<file path="src/rtl/qep_pkg.sv">
`timescale 1ns/1ps
// Shared types and default widths for the quadrature position tracker.
// The homing states and the capture snapshot layout live here.
package qep_pkg;

    localparam int POS_W_DEF = 16;
    localparam int REV_W_DEF = 16;
    localparam int PER_W_DEF = 24;

    typedef enum logic [1:0] {
        IDLE  = 2'd0,
        ARMED = 2'd1,
        HOMED = 2'd2
    } home_state_e;

    typedef struct packed {
        logic [POS_W_DEF-1:0] pos;
        logic [REV_W_DEF-1:0] rev;
        logic [PER_W_DEF-1:0] per;
        logic                 dir;
    } capture_t;

endpackage

</file>
<file path="src/rtl/qep_period_timer.sv">
`timescale 1ns/1ps
// Edge-to-edge period timer with saturation at PER_MAX and standstill detection.
// o_perNext exposes the value the period register takes at the coming edge.
module qep_period_timer #(
    parameter int          PER_W   = 24,
    parameter int unsigned PER_MAX = 32'h00FF_FFFF
) (
    input  logic             clk,
    input  logic             reset_n,
    input  logic             pulse,
    output logic [PER_W-1:0] o_perLive,
    output logic [PER_W-1:0] o_perNext,
    output logic             o_standstill
);

    localparam logic [PER_W-1:0] PER_MAX_V = PER_W'(PER_MAX);

    logic [PER_W-1:0] r_cnt;
    logic [PER_W-1:0] r_perLive;
    logic             r_standstill;

    logic [PER_W:0]   w_cntInc;
    logic             w_cntAtMax;
    logic [PER_W-1:0] w_cntNext;
    logic [PER_W-1:0] w_perNext;
    logic             w_stillNext;

    // Widened by one bit so cnt+1 cannot overflow when PER_MAX is all ones.
    assign w_cntInc   = {1'b0, r_cnt} + (PER_W+1)'(1);
    assign w_cntAtMax = (w_cntInc >= {1'b0, PER_MAX_V});

    always_comb begin
        w_cntNext   = r_cnt;
        w_perNext   = r_perLive;
        w_stillNext = r_standstill;
        if (pulse) begin
            w_cntNext   = '0;
            w_perNext   = w_cntAtMax ? PER_MAX_V : w_cntInc[PER_W-1:0];
            w_stillNext = 1'b0;
        end else begin
            if (r_cnt < PER_MAX_V) begin
                w_cntNext = w_cntInc[PER_W-1:0];
            end
            if (w_cntAtMax) begin
                w_stillNext = 1'b1;
                w_perNext   = PER_MAX_V;
            end
        end
    end

    always_ff @(posedge clk or negedge reset_n) begin
        if (!reset_n) begin
            r_cnt        <= '0;
            r_perLive    <= '0;
            r_standstill <= 1'b0;
        end else begin
            r_cnt        <= w_cntNext;
            r_perLive    <= w_perNext;
            r_standstill <= w_stillNext;
        end
    end

    assign o_perLive    = r_perLive;
    assign o_perNext    = w_perNext;
    assign o_standstill = r_standstill;

endmodule

</file>
<file path="src/rtl/qep_position_tracker.sv">
`timescale 1ns/1ps
// Wrapped position / revolution tracker fed by the quadrature decoder strobes,
// with index homing, sticky overspeed error and a coherent snapshot handshake.
module qep_position_tracker
    import qep_pkg::*;
#(
    parameter int          CPR     = 4096,
    parameter int          POS_W   = POS_W_DEF,
    parameter int          REV_W   = REV_W_DEF,
    parameter int          PER_W   = PER_W_DEF,
    parameter int unsigned PER_MAX = 32'h00FF_FFFF
) (
    input  logic             clk,
    input  logic             reset_n,
    input  logic             pulse,
    input  logic             dir,
    input  logic             qep_overspeed,
    input  logic             index,
    input  logic             home_arm,
    input  logic             zero_clr,
    input  logic             err_clr,
    input  logic             capture_req,
    output logic             capture_ack,
    output logic [POS_W-1:0] pos_snap,
    output logic [REV_W-1:0] rev_snap,
    output logic [PER_W-1:0] per_snap,
    output logic             dir_snap,
    output logic             standstill,
    output logic             homed,
    output logic             err_overspeed
);

    localparam logic [POS_W-1:0] POS_LAST = POS_W'(CPR - 1);

    home_state_e      r_state;
    home_state_e      w_stateNext;

    logic [POS_W-1:0] r_pos;
    logic [REV_W-1:0] r_rev;
    logic             r_dir;
    logic             r_indexD;
    logic             r_err;
    logic             r_ack;
    capture_t         r_snap;

    logic [POS_W-1:0] w_posNext;
    logic [REV_W-1:0] w_revNext;
    logic             w_dirNext;
    logic             w_indexRise;
    logic             w_homeZero;
    logic [PER_W-1:0] w_perLive;
    logic [PER_W-1:0] w_perNext;
    logic             w_standstill;

    qep_period_timer #(
        .PER_W  (PER_W),
        .PER_MAX(PER_MAX)
    ) u_timer (
        .clk         (clk),
        .reset_n     (reset_n),
        .pulse       (pulse),
        .o_perLive   (w_perLive),
        .o_perNext   (w_perNext),
        .o_standstill(w_standstill)
    );

    assign w_indexRise = index & ~r_indexD;
    assign w_homeZero  = (r_state == ARMED) && w_indexRise;

    always_comb begin
        w_stateNext = r_state;
        unique case (r_state)
            IDLE:    if (home_arm)    w_stateNext = ARMED;
            ARMED:   if (w_indexRise) w_stateNext = HOMED;
            HOMED:   if (home_arm)    w_stateNext = ARMED;
            default:                  w_stateNext = IDLE;
        endcase
    end

    // Homing zero outranks software zero, and either one swallows a coincident pulse.
    always_comb begin
        w_posNext = r_pos;
        w_revNext = r_rev;
        if (w_homeZero || zero_clr) begin
            w_posNext = '0;
            w_revNext = '0;
        end else if (pulse) begin
            if (dir) begin
                if (r_pos == POS_LAST) begin
                    w_posNext = '0;
                    w_revNext = r_rev + REV_W'(1);
                end else begin
                    w_posNext = r_pos + POS_W'(1);
                end
            end else begin
                if (r_pos == '0) begin
                    w_posNext = POS_LAST;
                    w_revNext = r_rev - REV_W'(1);
                end else begin
                    w_posNext = r_pos - POS_W'(1);
                end
            end
        end
    end

    assign w_dirNext = pulse ? dir : r_dir;

    always_ff @(posedge clk or negedge reset_n) begin
        if (!reset_n) begin
            r_state  <= IDLE;
            r_pos    <= '0;
            r_rev    <= '0;
            r_dir    <= 1'b0;
            r_indexD <= 1'b0;
            r_err    <= 1'b0;
        end else begin
            r_state  <= w_stateNext;
            r_pos    <= w_posNext;
            r_rev    <= w_revNext;
            r_dir    <= w_dirNext;
            r_indexD <= index;
            if (qep_overspeed) begin
                r_err <= 1'b1;
            end else if (err_clr) begin
                r_err <= 1'b0;
            end
        end
    end

    // Snapshot takes the next-state values so an update in the request cycle is included.
    always_ff @(posedge clk or negedge reset_n) begin
        if (!reset_n) begin
            r_snap <= '0;
            r_ack  <= 1'b0;
        end else begin
            r_ack <= capture_req;
            if (capture_req) begin
                r_snap.pos <= w_posNext;
                r_snap.rev <= w_revNext;
                r_snap.per <= w_perNext;
                r_snap.dir <= w_dirNext;
            end
        end
    end

    assign capture_ack   = r_ack;
    assign pos_snap      = r_snap.pos;
    assign rev_snap      = r_snap.rev;
    assign per_snap      = r_snap.per;
    assign dir_snap      = r_snap.dir;
    assign standstill    = w_standstill;
    assign homed         = (r_state == HOMED);
    assign err_overspeed = r_err;

endmodule

</file>
<file path="config.mk">
export PLATFORM = sky130hd
export DESIGN_NAME = qep_position_tracker
export DESIGN_NICKNAME = d
export VERILOG_FILES = /design/src/rtl/qep_pkg.sv /design/src/rtl/qep_period_timer.sv /design/src/rtl/qep_position_tracker.sv
export SDC_FILE = /design/constraint.sdc
export NUM_CORES = 1
export LEC_CHECK = 0
export BUFFER_PORTS_ARGS = -buffer_cell sky130_fd_sc_hd__clkbuf_2
export CAP_MARGIN = 20
export CORE_MARGIN = 4
export CORE_UTILIZATION = 60
export DETAILED_ROUTE_END_ITERATION = 6
export GPL_ROUTABILITY_DRIVEN = 0
export GPL_TIMING_DRIVEN = 1
export PLACE_DENSITY = 0.81
export SLEW_MARGIN = 30
export SYNTH_ARGS = -nofsm -noshare
export SYNTH_HDL_FRONTEND = slang
export SYNTH_SLANG_ARGS = --single-unit
export TNS_END_PERCENT = 10
</file>
<file path="constraint.sdc">
create_clock -name clk -period 2.7 [get_ports clk]
set_input_delay 0.54 -clock clk [delete_from_list [all_inputs] [get_ports clk]]
set_output_delay 0.54 -clock clk [all_outputs]
set_load 0.02 [all_outputs]
</file>
==> summary.md <==
| Metric | Value |
|---|---|
| Status | `finished, final reports clean` |
| Effective utilization at floorplan | `0.6124` |
| First-pass GRT wire length | `31180 um` |
| Post-synthesis instance area | `0.007356 mm^2` |
| Max VDD drop | `524.8 uV` |
| CTS sink cnt | `144` |
| RSZ-0062 raised after global routing | `no` |
| I/O pin count | `71` |
| FILL cells | `845` |
| Post-synthesis xor/xnor area fraction | `0.05239` |
| Total number of vias | `6443` |
| Fin cells | `1019` |
| Dominant delay contributor by cell family on the critical path | `simple AND/OR/NAND/NOR gates` |
| Largest family of logic cells by synthesized area | `simple AND/OR/NAND/NOR gates` |
| CTS Hold Bufs | `0` |
| Tmin final | `2.566 ns` |
| Dpl cells | `987` |
| Switch share | `0.2751` |
| DRC violations left | `0` |
| Worst-Skew Late Latency | `0.42 ns` |
| Final instance area | `0.008720 mm^2` |
| Crit path required time | `3.04 ns` |
| Worst setup path endpoint | `u_timer.o_standstill` |
| Number of library cell types mapped by synthesis | `64` |
| Worst Max-Slew Pin Slew | `0.5879 ns` |
| ANT nets after route | `0` |
| Register area | `0.003608 mm^2` |
| Synth Area in Simple Gates | `0.1963` |
| Syn_area_per_cell | `9.418 um^2` |
| Mapped Nets | `798` |
| TNS Setup | `0 ns` |
| Total core area | `0.01201 mm^2` |
| NumNets Final | `876` |
| Initial DRT Pass Iterations | `5` |
| Startpoint Class | `register` |
| LEAKAGE | `3.980 nW` |
| Switching pwr | `1.649 mW` |
| Fraction of layout cells with a size suffix above 1 | `0.2099` |
| Final Slew Violations | `0` |
| DIE AREA | `0.01410 mm^2` |
| Global Route Usage Sum | `0.2717` |
| Hold WC Path Type | `in -> async` |
| Clock skew | `0.007060 ns` |
| Vias in the first global route | `6526` |
| Initial antenna violation count | `0` |
| Mux cell area share after synthesis | `0.02773` |
| CP Capture Type | `register` |
| Maximum fanout along the worst path | `7` |
| Max-cap viol count | `0` |
| Multi-input logic area | `0.003381 mm^2` |
| H-tree Lvls | `4` |
| Final HPWL DP | `12520 um` |
| Seq pwr share | `0.410` |
| Area Growth Syn to Fin | `18.54%` |
| Worst Path Buf+Inv | `1` |
| Setup bufs post-CTS | `0` |
| Synth Area in Adders | `0.01191` |
| Critical path depth | `8` |
| Cells on worst reg2reg path | `8` |
| Post-synthesis instance total | `781` |
| Power Density | `687.4 mW/mm^2` |
| Period utilization | `0.9504` |
| #FFs+latches synth | `144` |
| Num CTS Buffers | `17` |
| Placed inst area | `0.008009 mm^2` |
| Post-synth top flop | `dfrtp_1` |
| Clock share of power | `0.425` |
| CTS tree | `built` |
| Die Ht | `118.7 um` |
| Reg2reg end | `u_timer.o_standstill` |
| Final setup violation count | `0` |
| Highest-delay cell along the critical path | `or4_4` |
| Die W | `118.7 um` |
| Worst R2R Start | `u_timer.r_cnt[1]` |
| Post-synth EDFFs | `0` |
| Reg2Reg Setup Slack | `0.13 ns` |
| Async SR Flop Fraction | `1.000` |
| F_max | `0.3897 GHz` |
| Final hold vios | `0` |
| Share of the yosys chip area belonging to registers | `0.4899` |
| Largest stage delay, worst path | `0.48 ns` |
| Combinational power share | `0.165` |
| Root Driver | `clkbuf_16` |
| Worst-path cell chain | `ha_4, nand4_1, or4_4, or3_4, a22oi_2, nand4_1, buf_4, a31oi_1` |
| Cell mode on critical path | `nand4_1` |
| Yosys warns | `0` |
| CP startpoint | `u_timer.r_cnt[1]` |
| Final core occ | `0.7259` |
| Critical path class | `reg -> reg` |
| Post-synthesis compound-gate area fraction | `0.1643` |
| Port buffer count | `70` |
| Slew HR | `0.6044` |
| Gr ovfl total | `0` |
| CTS Buffer Depth | `2` |
| ANT cells | `0` |
| Internal power | `4.345 mW` |
| Detailed Route Iter0 Violations | `608` |
| Total wire length | `18520 um` |
| Clk slew on worst S/H paths | `0.06 ns` |
| Largest net degree at the start of global routing | `79` |
| Wirelength per Cell | `18.17 um` |
| Worst Path Arrival | `2.90 ns` |
| Row Count | `40` |
| Number of vias per cell | `6.323` |
[Yosys cell counts (10+ instances only)]
library cell  number  share of area
xnor2_1           26          0.031
o21ai_0           40          0.027
nor2_1            72          0.037
buf_2             17          0.012
dfrtp_1          144           0.49
clkbuf_1          30          0.015
nand3_1           19          0.013
mux2_2            11          0.017
o22ai_1           23          0.020
a21oi_1           42          0.029
nor4_1            21          0.018
nor3_1            21          0.014
a31oi_1           32          0.027
xor2_1            18          0.021
nand4_1           26          0.022
or3_1             10         0.0085
nand2_1           66          0.034
inv_1             47          0.024
[cell families (layout without fill, tap and decap cells)]
logic type               after synthesis  count (layout)
flip-flops                           144             144
adder cells (fa/ha/maj)                7               7
buffers and inverters                103             194
multiplexers                          19              19
AO/OA/AOI/OAI                        185             185
XOR/XNOR                              44              44
AND/OR/NAND/NOR                      279             279
[cell usage in the layout, fill, tap and decap left out, drive strengths merged, types with 5 or more instances in the layout]
cell type / Yosys / layout
clkbuf: 30 / 93
nor3: 21 / 21
a31oi: 32 / 32
nand3: 19 / 19
nor2b: 5 / 5
and4: 8 / 8
xnor2: 26 / 26
mux2i: 8 / 8
or4: 6 / 6
o22ai: 23 / 23
and3: 8 / 8
nand2: 66 / 66
nor4: 22 / 22
a21oi: 42 / 42
o21ai: 41 / 41
nor2: 72 / 72
buf: 25 / 45
mux2: 11 / 11
inv: 47 / 48
ha: 7 / 7
xor2: 18 / 18
or3: 11 / 11
nand4: 28 / 28
dfrtp: 144 / 144
[sequential cells by signal, summed over array words and instances (netlist names)]
signal / cells
r_dir: 1
pos_snap: 16
r_rev: 16
r_indexD: 1
u_timer.o_standstill: 1
dir_snap: 1
u_timer.o_perLive: 24
r_pos: 16
capture_ack: 1
r_state: 2
per_snap: 24
u_timer.r_cnt: 24
err_overspeed: 1
rev_snap: 16
[per-layer routing]
layer	vias to the layer above	global-route usage	share of wire
li1	2969	-	-
met1	3134	0.3294	0.40
met2	281	0.4547	0.50
met3	59	0.06316	0.059
met4	0	0.1361	0.035
met5	-	0	0
[timing repair]
action | 4_1_cts | 5_1_grt
endpoints found under the setup margin | 13 | 53
pin swaps | 0 | 3
gates resized for setup | 1 | 13
[final cells by class]
cell class / instances / share of cell area
clock buffers: 24 / 0.05754
well taps: 147 / 0.02109
multi-input cells: 534 / 0.3877
clock inverters: 8 / 0.01708
inverters: 48 / 0.02066
repair buffers: 114 / 0.08208
flip-flops and latches: 144 / 0.4138
[metrics by stage]
step           setup WS (ns)  power, mW  hold slack, ns
5_1_grt              0.01578      6.249          0.1401
3_5_place_dp        0.005699      3.448          0.4757
3_3_place_gp         0.09005      3.411          0.4603
2_1_floorplan         0.2338      3.089          0.2444
4_1_cts              0.02683      6.007          0.1146
6_report              0.1338      5.994          0.1078
[power groups by stage]
| stage | sequential (mW) | clock (mW) | combinational, mW |
|---|---|---|---|
| after floorplan | 2.53 | 0 | 0.555 |
| after global placement | 2.47 | 0 | 0.938 |
| after detailed placement | 2.48 | 0 | 0.965 |
| after CTS | 2.45 | 2.58 | 0.978 |
| after global routing | 2.48 | 2.69 | 1.08 |
| final | 2.46 | 2.55 | 0.987 |
[worst min path at each step]
stage / end / slack (ns) / startpoint
5_1_grt: r_state[0] / 0.14 / reset_n
2_1_floorplan: capture_ack / 0.24 / reset_n
3_3_place_gp: err_overspeed / 0.46 / err_overspeed
4_1_cts: r_state[0] / 0.11 / reset_n
6_report: r_state[0] / 0.11 / reset_n
3_5_place_dp: err_overspeed / 0.48 / err_overspeed
Power figures use the tool's default switching activity.
